==> src/rtl/cnu_minfind_seq.sv <==
`timescale 1ns/1ps
`default_nettype none
// ============================================================================
// Module   : cnu_minfind_seq
// Purpose  : Serial min1/min2/index/sign-parity finder for one check-node row.
// Revision : 1.0 - initial release
// ============================================================================
module cnu_minfind_seq #(
    parameter int QUAN_SIZE = 3,
    parameter int CN_DEGREE = 10,
    parameter int IDX_WIDTH = 4
) (
    input  logic                 sys_clk,
    input  logic                 rst,
    input  logic                 abort,
    input  logic                 in_valid,
    output logic                 in_ready,
    input  logic [QUAN_SIZE-1:0] in_mag,
    input  logic                 in_sign,
    output logic                 out_valid,
    input  logic                 out_ready,
    output logic [QUAN_SIZE-1:0] out_min1,
    output logic [QUAN_SIZE-1:0] out_min2,
    output logic [IDX_WIDTH-1:0] out_min_idx,
    output logic                 out_sign_prod,
    output logic                 busy
);

    localparam logic [0:0]           C_ACCUM = 1'b0;
    localparam logic [0:0]           C_HOLD  = 1'b1;
    localparam logic [IDX_WIDTH-1:0] C_LAST  = IDX_WIDTH'(CN_DEGREE - 1);

    logic [0:0]           r_state;
    logic [IDX_WIDTH-1:0] r_cnt;
    logic [QUAN_SIZE-1:0] r_min1;
    logic [QUAN_SIZE-1:0] r_min2;
    logic [IDX_WIDTH-1:0] r_idx;
    logic                 r_par;
    logic [QUAN_SIZE-1:0] r_out_min1;
    logic [QUAN_SIZE-1:0] r_out_min2;
    logic [IDX_WIDTH-1:0] r_out_idx;
    logic                 r_out_par;
    logic                 r_busy;

    logic [QUAN_SIZE-1:0] w_min1;
    logic [QUAN_SIZE-1:0] w_min2;
    logic [IDX_WIDTH-1:0] w_idx;
    logic                 w_par;

    // Running state after folding in the current message; position 0 seeds it.
    always_comb begin
        w_min1 = r_min1;
        w_min2 = r_min2;
        w_idx  = r_idx;
        w_par  = r_par ^ in_sign;
        if (r_cnt == '0) begin
            w_min1 = in_mag;
            w_min2 = '1;
            w_idx  = '0;
            w_par  = in_sign;
        end else if (in_mag < r_min1) begin
            w_min2 = r_min1;
            w_min1 = in_mag;
            w_idx  = r_cnt;
        end else if (in_mag < r_min2) begin
            w_min2 = in_mag;
        end
    end

    always_ff @(posedge sys_clk) begin
        if (rst) begin
            r_state    <= C_ACCUM;
            r_cnt      <= '0;
            r_min1     <= '1;
            r_min2     <= '1;
            r_idx      <= '0;
            r_par      <= 1'b0;
            r_out_min1 <= '1;
            r_out_min2 <= '1;
            r_out_idx  <= '0;
            r_out_par  <= 1'b0;
            r_busy     <= 1'b0;
        end else if (abort) begin
            if (r_state == C_ACCUM) begin
                r_cnt  <= '0;
                r_min1 <= '1;
                r_min2 <= '1;
                r_idx  <= '0;
                r_par  <= 1'b0;
            end
            r_state <= C_ACCUM;
            r_busy  <= 1'b0;
        end else if (r_state == C_ACCUM) begin
            if (in_valid) begin
                r_min1 <= w_min1;
                r_min2 <= w_min2;
                r_idx  <= w_idx;
                r_par  <= w_par;
                r_busy <= 1'b1;
                if (r_cnt == C_LAST) begin
                    r_cnt      <= '0;
                    r_state    <= C_HOLD;
                    r_out_min1 <= w_min1;
                    r_out_min2 <= w_min2;
                    r_out_idx  <= w_idx;
                    r_out_par  <= w_par;
                end else begin
                    r_cnt <= r_cnt + IDX_WIDTH'(1);
                end
            end
        end else if (out_ready) begin
            r_state <= C_ACCUM;
            r_busy  <= 1'b0;
        end
    end

    assign in_ready      = (r_state == C_ACCUM);
    assign out_valid     = (r_state == C_HOLD);
    assign out_min1      = r_out_min1;
    assign out_min2      = r_out_min2;
    assign out_min_idx   = r_out_idx;
    assign out_sign_prod = r_out_par;
    assign busy          = r_busy;

endmodule
`default_nettype wire

==> config.mk <==
export PLATFORM = sky130hd
export DESIGN_NAME = cnu_minfind_seq
export DESIGN_NICKNAME = d
export VERILOG_FILES = /design/src/rtl/cnu_minfind_seq.sv
export SDC_FILE = /design/constraint.sdc
export NUM_CORES = 1
export LEC_CHECK = 0
export BUFFER_PORTS_ARGS = -buffer_cell sky130_fd_sc_hd__buf_2
export CORE_MARGIN = 10
export CORE_UTILIZATION = 50
export DETAILED_ROUTE_END_ITERATION = 7
export GPL_TIMING_DRIVEN = 0
export MAX_ROUTING_LAYER = met4
export PLACE_DENSITY_LB_ADDON = 0.1
export REMOVE_ABC_BUFFERS = 1
export SYNTH_ARGS = -nofsm -noshare
export SYNTH_HDL_FRONTEND = slang
export SYNTH_SLANG_ARGS = --single-unit
==> constraint.sdc <==
create_clock -name sys_clk -period 4.1 [get_ports sys_clk]
set_input_delay 0.41 -clock sys_clk [delete_from_list [all_inputs] [get_ports sys_clk]]
set_output_delay 0.41 -clock sys_clk [all_outputs]
set_load 0.02 [all_outputs]
==> impl_metrics.env <==
export IMPL_tightestPinTransition_ns=0.824
export IMPL_diodes=0
export IMPL_dp_slack_ns=1.92
export IMPL_synth_top_cells_by_area="dfxtp_1 (39%), ha_1 (6.1%), a21oi_1 (5.2%)"
export IMPL_post_synth_top_area_fraction_pct=38.8
export IMPL_wl_um=3140
export IMPL_rsz0062_at_grt="no"
export IMPL_fillerInstances=279
export IMPL_final_cell_mix="dfxtp_1 (28), buf_2 (22), nor2_1 (20)"
export IMPL_crit_type="reg2reg"
export IMPL_synth_edf_count=0
export IMPL_io_buffers=22
export IMPL_power_density_mw_per_mm2=318
export IMPL_ctsResizeCount=0
export IMPL_via_per_inst=5.64
export IMPL_timing_fmax_ghz=0.487
export IMPL_cts_tree="done"
export IMPL_clock_sinks=28
export IMPL_status="finished clean"
export IMPL_fp_coreArea_mm2=0.00276
export IMPL_via_count=1230
export IMPL_holdPathEnd="r_min1[0]"
export IMPL_htree_levels=1
export IMPL_die_area_mm2=0.00544
export IMPL_skew_ns=0.00393
export IMPL_area_delta_synth_final_pct=10.8
export IMPL_max_cap_violations=0
export IMPL_start_util_pct=52.4
export IMPL_clk_latency_ns=0.33
export IMPL_antenna_found_initial=0
export IMPL_synth_compound_area_share_pct=21.8
export IMPL_cellLeakagePower_nw=0.662
export IMPL_cp_arrival_ns=2.28
export IMPL_min_path_type="in2reg"
export IMPL_place_gp_congestion=0.768
export IMPL_relSlewSlack_pct=44.6
export IMPL_synth_top_area_cell="dfxtp_1"
export IMPL_ys_seq_area_share_pct=38.8
export IMPL_avgSynthCellArea_um2=8.54
export IMPL_io_pins=23
export IMPL_drt_iter0_drc=60
export IMPL_ant_nets=0
export IMPL_dr_pass1_iters=4
export IMPL_yosysWarnings=0
export IMPL_tns_ns=0
export IMPL_worst_r2r_startpoint="r_min1[2]"
export IMPL_final_common_cell="dfxtp_1"
export IMPL_ir_drop_uv=199
export IMPL_max_clock_path_buffers=2
export IMPL_rows=19
export IMPL_synth_xor_area_share_pct=0.607
export IMPL_hold_path_cell_count=3
export IMPL_cp_required_ns=4.33
export IMPL_grt_pass1_wl_um=5510
export IMPL_synth_top_family_by_area="compound AO/OA/AOI/OAI gates"
export IMPL_synth_simple_gate_area_share_pct=20.8
export IMPL_wl_per_cell_um=14.4
export IMPL_hp_start="in_mag[0]"
export IMPL_synthArstFlopShare_pct=0
export IMPL_post_dp_hpwl_um=2400
export IMPL_finalCriticalPeriod_ns=2.05
export IMPL_r2r_end="out_min1[1]"
export IMPL_final_nets=204
export IMPL_die_w_um=73.7
export IMPL_cts_buffers=3
export IMPL_synth_distinct_cells=40
export IMPL_path_max_fanout=14
export IMPL_ys_seq_elements=28
export IMPL_clk_pin_slew_ns=0.15
export IMPL_grt_pass1_vias=1232
export IMPL_rr_worst_depth=7
export IMPL_drive_gt1_share_pct=19.3
export IMPL_grt_total_usage_pct=12.6
export IMPL_grt_max_degree=24
export IMPL_final_max_slew_viol_count=0
export IMPL_timing_final_crit_share_pct=50.0
export IMPL_postCtsHoldBufs=0
export IMPL_synth_area_mux_share_pct=6.41
export IMPL_hold_violations=0
export IMPL_drc=0
export IMPL_grt_overflow_total=0
export IMPL_worst_slack_ns=2.05
export IMPL_root_buffer="clkbuf_4"
export IMPL_synth_fa_ha_area_share_pct=6.07
export IMPL_rrSetupSlack_ns=2.05
export IMPL_setup_viol=0
export IMPL_synthCells=169
export IMPL_dieHeight_um=73.7
export IMPL_synth_cell_area_mm2=0.00144
export IMPL_endpoint_kind="register"
export IMPL_cts_setup_buffers=0
export IMPL_start_kind="register"
export IMPL_synth_main_ff_cell="dfxtp_1"
## synthesized netlist by cell type (all sizes together) (5+ instances only)
library cell and number:
a211oi 5, a21oi 16, buf 5, dfxtp 28
ha 7, inv 9, mux2i 7, nand2 13
nand3 6, nor2 20, nor3 8, o21ai 12
## power breakdown
| group | internal (W) | leakage (nW) | switching [W] |
|---|---|---|---|
| sequential | 0.000275 | 0.227 | 0.00000276 |
| clock | 0.0000989 | 0.0279 | 0.0000807 |
| combinational | 0.0000174 | 0.407 | 0.0000333 |
| total | 0.000392 | 0.662 | 0.000117 |
## registers in the layout (all words and copies together), names as in the netlist
signal,count
out_sign_prod,1
out_min2,3
r_par,1
out_min_idx,4
out_min1,3
r_min2,3
out_valid,1
r_idx,4
busy,1
r_min1,3
r_cnt,4
## critical path, stage by stage (launching register included)
cell and delay (ns):
dfxtp_1 0.40, inv_1 0.06, ha_1 0.29, nand2_1 0.07
o21ai_2 0.47, and2_1 0.34, mux2i_1 0.24, a21oi_1 0.09
## cells by family after synthesis
logic type	Yosys count
AND/OR/NAND/NOR	59
AO/OA/AOI/OAI	48
flip-flops	28
buffers and inverters	17
multiplexers	9
adder cells (fa/ha/maj)	7
XOR/XNOR	1
## layout make-up
class / instances / area (um2) / share of cell area, %
Multi-Input combinational cell: 124 / 805 / 50.3
Sequential cell: 28 / 561 / 35.0
Timing Repair Buffer: 22 / 110 / 6.88
Tap cell: 31 / 38.8 / 2.42
Inverter: 9 / 33.8 / 2.11
Clock inverter: 1 / 30.0 / 1.88
Clock buffer: 3 / 22.5 / 1.41
## metal layers
layer | vias up | routed length (um) | global-route usage [%]
met1 | 570 | 1430 | 14.8
met2 | 20 | 1550 | 21.4
li1 | 635 | - | -
met3 | 5 | 121 | 2.42
met5 | - | 0 | -
met4 | 0 | 39 | 3.52
## through the flow
stage	std cells	power [W]	hold WS, ns	utilization, %	cell area [um2]
6_report	218	0.000508	0.360	58.0	1600
5_1_grt	218	0.000534	0.379	58.0	1600
4_1_cts	218	0.000514	0.351	58.0	1600
3_5_place_dp	214	0.000335	0.446	56.1	1550
3_3_place_gp	214	0.000333	0.440	56.1	1550
2_1_floorplan	161	0.000315	0.442	-	1400
## how the worst max path moves through the flow
stage,start,to,cells after the start
floorplan,in_mag[2],out_min2[1],6
global placement,in_mag[2],out_min1[1],7
CTS,r_min1[2],out_min1[1],7
detailed placement,in_mag[2],out_min1[1],7
finish,r_min1[2],out_min1[1],7
global route,r_min1[2],out_min1[1],7
Power figures use the tool's default switching activity.
